$ cat src/rtl/hw2_pkg.sv
`default_nettype none
// ============================================================================
// Module      : hw2_pkg
// Description : Shared constants and types for the two-requester arithmetic
//               pipeline arbiter (operation codes, widths, latency, tracking
//               entry layout, zero-extension helper).
// Revision    : 1.0 - initial release
// ============================================================================
package hw2_pkg;

    localparam logic OP_ADD = 1'b1;
    localparam logic OP_SUB = 1'b0;
    localparam int   OPW    = 8;
    localparam int   RESW   = 16;
    localparam int   LAT    = 2;

    // One in-flight operation: valid flag plus issuing requester.
    typedef struct packed {
        logic vld;
        logic id;
    } trk_t;

    function automatic logic [RESW-1:0] zext(input logic [OPW-1:0] x);
        return {{(RESW-OPW){1'b0}}, x};
    endfunction

endpackage
`default_nettype wire

$ cat src/rtl/hw2_arb_dp.sv
`default_nettype none
// ============================================================================
// Module      : hw2_arb_dp
// Description : Two-stage datapath computing (a +/- b) * c modulo 2^16.
//               Stage 1 captures the sum/difference and multiplier on issue,
//               stage 2 captures the truncated product.
// Revision    : 1.0 - initial release
// ============================================================================
module hw2_arb_dp
    import hw2_pkg::*;
(
    input  logic            clk,
    input  logic            reset,
    input  logic            issue_i,
    input  logic            s2_en_i,
    input  logic            op_i,
    input  logic [OPW-1:0]  a_i,
    input  logic [OPW-1:0]  b_i,
    input  logic [OPW-1:0]  c_i,
    output logic [RESW-1:0] prod_o
);

    logic [RESW-1:0] sum_q, sum_d;
    logic [RESW-1:0] mul_q, mul_d;
    logic [RESW-1:0] prod_q, prod_d;

    // Stage 1: operands are only sampled on the issue edge, otherwise held.
    always_comb begin
        sum_d = sum_q;
        mul_d = mul_q;
        if (issue_i) begin
            if (op_i == OP_ADD) begin
                sum_d = zext(a_i) + zext(b_i);
            end else if (op_i == OP_SUB) begin
                sum_d = zext(a_i) - zext(b_i);
            end
            mul_d = zext(c_i);
        end
    end

    // Stage 2: product truncated to the result width.
    always_comb begin
        prod_d = prod_q;
        if (s2_en_i) begin
            prod_d = sum_q * mul_q;
        end
    end

    // Pipeline registers with synchronous active-low clear.
    always_ff @(posedge clk) begin
        if (!reset) begin
            sum_q  <= '0;
            mul_q  <= '0;
            prod_q <= '0;
        end else begin
            sum_q  <= sum_d;
            mul_q  <= mul_d;
            prod_q <= prod_d;
        end
    end

    assign prod_o = prod_q;

endmodule
`default_nettype wire

$ cat src/rtl/hw2_pipe_arb.sv
`default_nettype none
// ============================================================================
// Module      : hw2_pipe_arb
// Description : Round-robin arbiter between two requesters feeding a shared
//               (a +/- b) * c pipeline. Tracks in-flight ops, registers the
//               response and counts completions per requester.
// Revision    : 1.0 - initial release
// ============================================================================
module hw2_pipe_arb
    import hw2_pkg::*;
(
    input  logic            clk,
    input  logic            reset,
    input  logic            v0,
    input  logic            v1,
    input  logic [OPW-1:0]  a0,
    input  logic [OPW-1:0]  b0,
    input  logic [OPW-1:0]  c0,
    input  logic [OPW-1:0]  a1,
    input  logic [OPW-1:0]  b1,
    input  logic [OPW-1:0]  c1,
    input  logic            s0,
    input  logic            s1,
    input  logic            hold,
    output logic            rdy0,
    output logic            rdy1,
    output logic            rsp_valid,
    output logic            rsp_id,
    output logic [RESW-1:0] rsp_d,
    output logic            busy,
    output logic [OPW-1:0]  cnt0,
    output logic [OPW-1:0]  cnt1
);

    trk_t [LAT-1:0]  trk_q, trk_d;
    trk_t            w_tail;
    logic            last_q, last_d;      // requester granted most recently
    logic            rv_q, rv_d;
    logic            rid_q, rid_d;
    logic [RESW-1:0] res_q, res_d;
    logic [OPW-1:0]  cnt0_q, cnt0_d;
    logic [OPW-1:0]  cnt1_q, cnt1_d;
    logic            w_issue, w_id, w_op;
    logic [OPW-1:0]  w_a, w_b, w_c;
    logic [RESW-1:0] w_prod;

    // Grant: blocked by reset or hold, single requester wins outright, a tie
    // goes to the requester that was not granted last.
    always_comb begin
        rdy0 = 1'b0;
        rdy1 = 1'b0;
        if (reset && !hold) begin
            if (v0 && v1) begin
                rdy0 = last_q;
                rdy1 = !last_q;
            end else begin
                rdy0 = v0;
                rdy1 = v1;
            end
        end
    end

    // Transfer decode, pointer update and operand selection.
    always_comb begin
        w_issue = (v0 && rdy0) || (v1 && rdy1);
        w_id    = v1 && rdy1;
        last_d  = w_issue ? w_id : last_q;
        w_a     = w_id ? a1 : a0;
        w_b     = w_id ? b1 : b0;
        w_c     = w_id ? c1 : c0;
        w_op    = w_id ? s1 : s0;
    end

    // In-flight tracking shift register, aligned with the datapath stages.
    always_comb begin
        trk_d[0].vld = w_issue;
        trk_d[0].id  = w_id;
        for (int i = 1; i < LAT; i++) begin
            trk_d[i] = trk_q[i-1];
        end
    end

    // Response register and completion counters fed from the tracking tail.
    always_comb begin
        w_tail = trk_q[LAT-1];
        rv_d   = w_tail.vld;
        rid_d  = w_tail.vld && w_tail.id;
        res_d  = w_tail.vld ? w_prod : '0;
        cnt0_d = cnt0_q;
        cnt1_d = cnt1_q;
        if (w_tail.vld && !w_tail.id) begin
            cnt0_d = cnt0_q + 8'd1;
        end
        if (w_tail.vld && w_tail.id) begin
            cnt1_d = cnt1_q + 8'd1;
        end
    end

    // Busy while any tracking entry holds a live op.
    always_comb begin
        busy = 1'b0;
        for (int i = 0; i < LAT; i++) begin
            busy = busy | trk_q[i].vld;
        end
    end

    // State registers; reset discards in-flight ops and favours requester 0.
    always_ff @(posedge clk) begin
        if (!reset) begin
            last_q <= 1'b1;
            trk_q  <= '0;
            rv_q   <= 1'b0;
            rid_q  <= 1'b0;
            res_q  <= '0;
            cnt0_q <= '0;
            cnt1_q <= '0;
        end else begin
            last_q <= last_d;
            trk_q  <= trk_d;
            rv_q   <= rv_d;
            rid_q  <= rid_d;
            res_q  <= res_d;
            cnt0_q <= cnt0_d;
            cnt1_q <= cnt1_d;
        end
    end

    hw2_arb_dp u_dp (
        .clk     (clk),
        .reset   (reset),
        .issue_i (w_issue),
        .s2_en_i (trk_q[0].vld),
        .op_i    (w_op),
        .a_i     (w_a),
        .b_i     (w_b),
        .c_i     (w_c),
        .prod_o  (w_prod)
    );

    assign rsp_valid = rv_q;
    assign rsp_id    = rid_q;
    assign rsp_d     = res_q;
    assign cnt0      = cnt0_q;
    assign cnt1      = cnt1_q;

endmodule
`default_nettype wire

$ cat config.mk
export PLATFORM = sky130hd
export DESIGN_NAME = hw2_pipe_arb
export DESIGN_NICKNAME = d
export VERILOG_FILES = /design/src/rtl/hw2_pkg.sv /design/src/rtl/hw2_arb_dp.sv /design/src/rtl/hw2_pipe_arb.sv
export SDC_FILE = /design/constraint.sdc
export NUM_CORES = 1
export LEC_CHECK = 0
export ABC_AREA = 1
export CORE_AREA = 5 5 150 95
export CTS_CLUSTER_SIZE = 14
export DETAILED_ROUTE_END_ITERATION = 8
export DIE_AREA = 0 0 155 100
export PLACE_DENSITY_LB_ADDON = 0.08
export REMOVE_ABC_BUFFERS = 1
export SLEW_MARGIN = 20
export SYNTH_ARGS = -nofsm -noshare
export SYNTH_HDL_FRONTEND = slang
export SYNTH_SLANG_ARGS = --single-unit
$ cat constraint.sdc
create_clock -name clk -period 8.35 [get_ports clk]
set_clock_uncertainty 0.05 [all_clocks]
set_input_delay 1.67 -clock clk [delete_from_list [all_inputs] [get_ports clk]]
set_output_delay 1.67 -clock clk [all_outputs]
set_load 0.02 [all_outputs]
Yosys cells after proc, flatten, opt, wreduce, memory -nomap -nowiden
Cells that the tools add are included.
{"block": "word_totals", "regBits": 79, "out_inout_bits": 37, "word_cells": 39}
{"block": "classes", "n_addsub": 4, "mul": 1, "muxes": 9, "n_bitwise": 1, "n_reduce_logical": 11}
{"operator": "$mux 8", "n": 3}
{"operator": "$add 8x1->8 const B", "n": 2}
{"operator": "$mul 16x8->16", "n": 1}
{"operator": "$mux 16", "n": 1}
{"operator": "$add 8x8->9", "n": 1}
{"operator": "$sub 8x8->9", "n": 1}
{"operator": "$logic_and 1x1->1", "n": 6}
{"operator": "$mux 1", "n": 5}
{"operator": "$logic_not 1->1", "n": 3}
{"operator": "$reduce_and 2->1", "n": 1}
{"operator": "$logic_or 1x1->1", "n": 1}
{"operator": "$or 1x1->1", "n": 1}

Logic depth before layout (Yosys ltp)
{"block": "logic_depth", "word_depth": 7, "ltp_mapped": 24, "ltp_nobuf": 23}

Modules after synthesis
Synthesis repeated with hierarchy kept, for this count alone.
{"block": "unflattened", "hier_cells": 991, "area_unflattened_um2": 6695.2}
{"mod": "hw2_arb_dp", "instances": 1, "cells_per_inst": 721, "area_per_inst_um2": 4936.0, "seq_area_each_um2": 680.7}
{"mod": "hw2_pipe_arb", "instances": 1, "cells_per_inst": 270, "area_per_inst_um2": 1759.2, "seq_area_each_um2": 780.7}

Worst setup path after synthesis
No wires, ideal clock.
{"block": "synth_timing", "path_kind": "reg2reg", "from": "register u_dp.mul_q[2]", "to": "register u_dp.prod_q[15] (netlist: u_dp.prod_o[15])", "t_arrival_ns": 3.987, "required_ns": 8.191, "path_slack_ns": 4.205, "stages_incl_launch_ff": 22, "synth_period_minus_slack_ns": 4.145, "path_cell_list": "dfxtp_1 clkbuf_1 nand2_1 inv_1 fa_1 inv_1 fa_1 inv_1 fa_1 inv_1 fa_1 inv_1 ha_1 nand2_1 nor2_1 nand4_1 nor2_1 nor2_1 nand3_1 nand3_1 nand2_1 inv_1"}
{"block": "synth_between", "elab_chain_cells": 1}
{"item": "from (decl)", "line": "hw2_arb_dp.sv:24", "rtl": "logic [RESW-1:0] mul_q, mul_d;"}
{"item": "from (signal assigned)", "line": "hw2_arb_dp.sv:57", "rtl": "mul_q <= mul_d;"}
{"item": "$mul 16x8->16", "line": "hw2_arb_dp.sv:45", "rtl": "prod_d = sum_q * mul_q;"}
{"item": "to (signal assigned)", "line": "hw2_arb_dp.sv:58", "rtl": "prod_q <= prod_d;"}
{"item": "to (decl)", "line": "hw2_arb_dp.sv:25", "rtl": "logic [RESW-1:0] prod_q, prod_d;"}
Every way passes these cells.
A chain may end at the register's enable or synchronous reset.

Worst setup path in the final report
{"block": "layout_timing", "from": "input port reset", "to": "output port rdy1"}
{"block": "layout_between", "elab_chain_cells": 2}
{"item": "from (decl)", "line": "hw2_pipe_arb.sv:13", "rtl": "input logic reset,"}
{"item": "$logic_and 1x1->1", "line": "hw2_pipe_arb.sv:52", "rtl": "if (reset && !hold) begin"}
{"item": "$mux 1", "line": "hw2_pipe_arb.sv:52"}
{"item": "to (decl)", "line": "hw2_pipe_arb.sv:26", "rtl": "output logic rdy1,"}
Every way passes these cells.

==> results.sh <==
export IMPL_status="completed"
export IMPL_worstHoldPathType="reg -> reg"
export IMPL_n_fill_cell=1209
export IMPL_htree_levels=3
export IMPL_period_share=0.7615
export IMPL_pwr_share_seq=0.382
export IMPL_die_h_um=100
export IMPL_drt_initial_drc_count=356
export IMPL_synth_cell_types=33
export IMPL_grt_pass1_wl_um=26450
export IMPL_p_comb_frac=0.205
export IMPL_instances_no_fill=1214
export IMPL_setup_viol=0
export IMPL_register_area_um2=1461
export IMPL_io_pins=92
export IMPL_antenna_found_initial=0
export IMPL_clk_path_buf_depth=2
export IMPL_powerDensity_nw_per_um2=129.1
export IMPL_gp_congestion=0.8989
export IMPL_final_setup_worst_slack_ns=1.991
export IMPL_clkPwrFrac=0.413
export IMPL_ir_drop_uv=84.71
export IMPL_p_leak_nw=4.286
export IMPL_synth_edf_count=0
export IMPL_tightest_slew_ns=0.8475
export IMPL_power_switching_w=0.0003052
export IMPL_area_growth_pct=19.63
export IMPL_core_area_um2=12610
export IMPL_vias=5743
export IMPL_cts_root_buf="clkbuf_16"
export IMPL_critical_path_class="in -> out"
export IMPL_grt_pass1_vias=5693
export IMPL_grt_overflow_total=0
export IMPL_slew_headroom=0.4344
export IMPL_rsz0062_at_grt="false"
export IMPL_num_rows=32
export IMPL_drv_slew=0
export IMPL_ys_seq_elements=73
export IMPL_dpl_cell_area_um2=7567
export IMPL_synth_avg_cell_area_um2=6.767
export IMPL_finalSetupTns_ns=0
export IMPL_endpoint_kind="output pin"
export IMPL_clk_latency_ns=0.34
export IMPL_critPathMostFrequentCell="clkdlybuf4s50_1"
export IMPL_vias_per_cell=4.731
export IMPL_critPathSlowestCell="clkdlybuf4s50_1"
export IMPL_cap_viol_max_count=0
export IMPL_multi_input_area_um2=4021
export IMPL_synth_seq_area_share=0.2217
export IMPL_dpl_cell_count=1199
export IMPL_required_ns=6.63
export IMPL_grt_usage=0.2067
export IMPL_dpl_worst_slack_ns=1.968
export IMPL_worstPathArrival_ns=4.64
export IMPL_die_w_um=155
export IMPL_finalWirelength_um=14970
export IMPL_dieArea_um2=15500
export IMPL_place_port_buffers=91
export IMPL_design_area_um2=7885
export IMPL_synth_cell_area_um2=6591
export IMPL_crit_path_start_kind="input pin"
export IMPL_drive_gt1_frac=0.02490
export IMPL_cts_tree="built"
export IMPL_grt_max_degree=39
export IMPL_cts_made_buffers=9
export IMPL_p_int_w=0.0007131
export IMPL_dp_hpwl_um=11870
export IMPL_cts_setup_buffers=0
export IMPL_cts_sinks=73
export IMPL_slowest_delay_ns=0.75
export IMPL_clk_pin_slew_ns=0.06
export IMPL_hold_viol=0
export IMPL_ctsResizeCount=0
export IMPL_post_drt_wl_per_cell_um=12.33
export IMPL_drc_errors=0
export IMPL_yosys_warnings=0
export IMPL_worstPathMaxFanout=38
export IMPL_synth_flop_cell="dfxtp_1"
export IMPL_switching_share=0.2997
export IMPL_power_w=0.001018
export IMPL_postCtsHoldBufs=0
export IMPL_cp_top_family="buffers and inverters"
export IMPL_async_flop_share=0
export IMPL_final_net_count=1198
export IMPL_initial_core_util=0.5226
export IMPL_syn_inst=974
export IMPL_drt_first_pass_iters=5
export IMPL_ant_nets=0
export IMPL_path_cells="clkdlybuf4s50_1 -> buf_4 -> inv_2 -> nor2_4 -> nand3_4 -> inv_1 -> clkdlybuf4s50_1"
export IMPL_period_minus_slack_ns=6.359
export IMPL_fmax_ghz=0.1573
export IMPL_diodes=0
export IMPL_critPathBufInv=5
[state kept, by name (all words and copies together) (netlist names), 2 cells and up]
name,flops
cnt0,8
cnt1,8
rsp_d,16
trk_d,2
u_dp.mul_q,8
u_dp.prod_o,16
u_dp.sum_q,10
[cells in the final DEF, fill, tap and decap left out, types with 36 or more instances in the layout]
cell and instances:
dfxtp_1 73, ha_1 42, o21ai_0 36, clkdlybuf4s50_1 91, nand2_1 275, inv_1 250, nor2_1 51, a21oi_1 41
fa_1 61, nand3_1 48
[synthesized netlist by cell type, types with 2 or more instances]
library cell / count / area share
and3_1: 2 / 0.0019
a21o_1: 2 / 0.0023
o21a_1: 2 / 0.0023
dfxtp_1: 73 / 0.22
or2_2: 2 / 0.0019
a31oi_1: 3 / 0.0028
o21ai_0: 36 / 0.027
inv_2: 3 / 0.0017
ha_1: 42 / 0.080
inv_1: 250 / 0.14
nand2_1: 275 / 0.16
nand4_1: 11 / 0.010
o21bai_1: 2 / 0.0023
xnor2_1: 3 / 0.0040
nand3_1: 48 / 0.036
clkbuf_1: 23 / 0.013
xor2_1: 10 / 0.013
o211ai_1: 4 / 0.0046
nor3b_1: 2 / 0.0023
a21oi_1: 41 / 0.031
nor3_1: 6 / 0.0046
fa_1: 61 / 0.19
nor2_1: 51 / 0.029
buf_2: 13 / 0.0099
[per-stage QoR]
| stage | hold slack, ns | utilization |
|---|---|---|
| after floorplan | 0.3400 | - |
| after global routing | 0.3791 | 0.6252 |
| after detailed placement | 0.3588 | 0.6000 |
| final | 0.3710 | 0.6252 |
| after CTS | 0.3678 | 0.6252 |
| after global placement | 0.3567 | 0.6000 |
[per-layer routing]
metal	up-vias	track usage	part of all wire
li1	3010	-	-
met1	2554	0.3127	0.53
met2	165	0.2956	0.38
met3	14	0.05601	0.081
met4	0	0.04071	0.0089
met5	-	0	0
[power by group through the flow]
| stage | clock, W | sequential (W) | combinational [W] |
|---|---|---|---|
| finish | 0.000420 | 0.000389 | 0.000209 |
| global route | 0.000440 | 0.000392 | 0.000241 |
| CTS | 0.000429 | 0.000388 | 0.000209 |
| detailed placement | 0 | 0.000396 | 0.000207 |
| global placement | 0 | 0.000396 | 0.000205 |
| floorplan | 0 | 0.000386 | 0.000141 |
[cells by family after synthesis]
| kind of cell | synth area share |
|---|---|
| adders and majority gates | 0.2650 |
| xor gates and xnor gates | 0.01727 |
| and+or+nand+nor | 0.2515 |
| DFF | 0.2217 |
| AOI/OAI and AO/OA | 0.07631 |
| buffers and inverters | 0.1682 |
[final timing paths]
| check | from | end | slack (ns) | depth (start not counted) |
|---|---|---|---|---|
| worst max-delay path | reset | rdy1 | 1.99 | 7 |
| worst min-delay path | trk_d[2] | trk_q[2] | 0.37 | 2 |
| worst max register to register | u_dp.mul_q[2] | u_dp.prod_o[15] | 3.71 | 20 |
| worst min register to register | trk_d[2] | trk_q[2] | 0.37 | 2 |
[worst min-delay path: stages, from the launching register on]
cell and delay (ns):
dfxtp_1 0.31, nand2_1 0.05, inv_1 0.04
[final cells by class]
type                    instances  share of cell area
clock buffers                   9             0.02856
clock inverters                 6             0.01174
inverters                     254              0.1209
multi-input cells             610              0.5100
flip-flops and latches         73              0.1853
well taps                     170             0.02698
repair buffers                 92              0.1165
No activity file was read; power rests on OpenSTA's default activity.
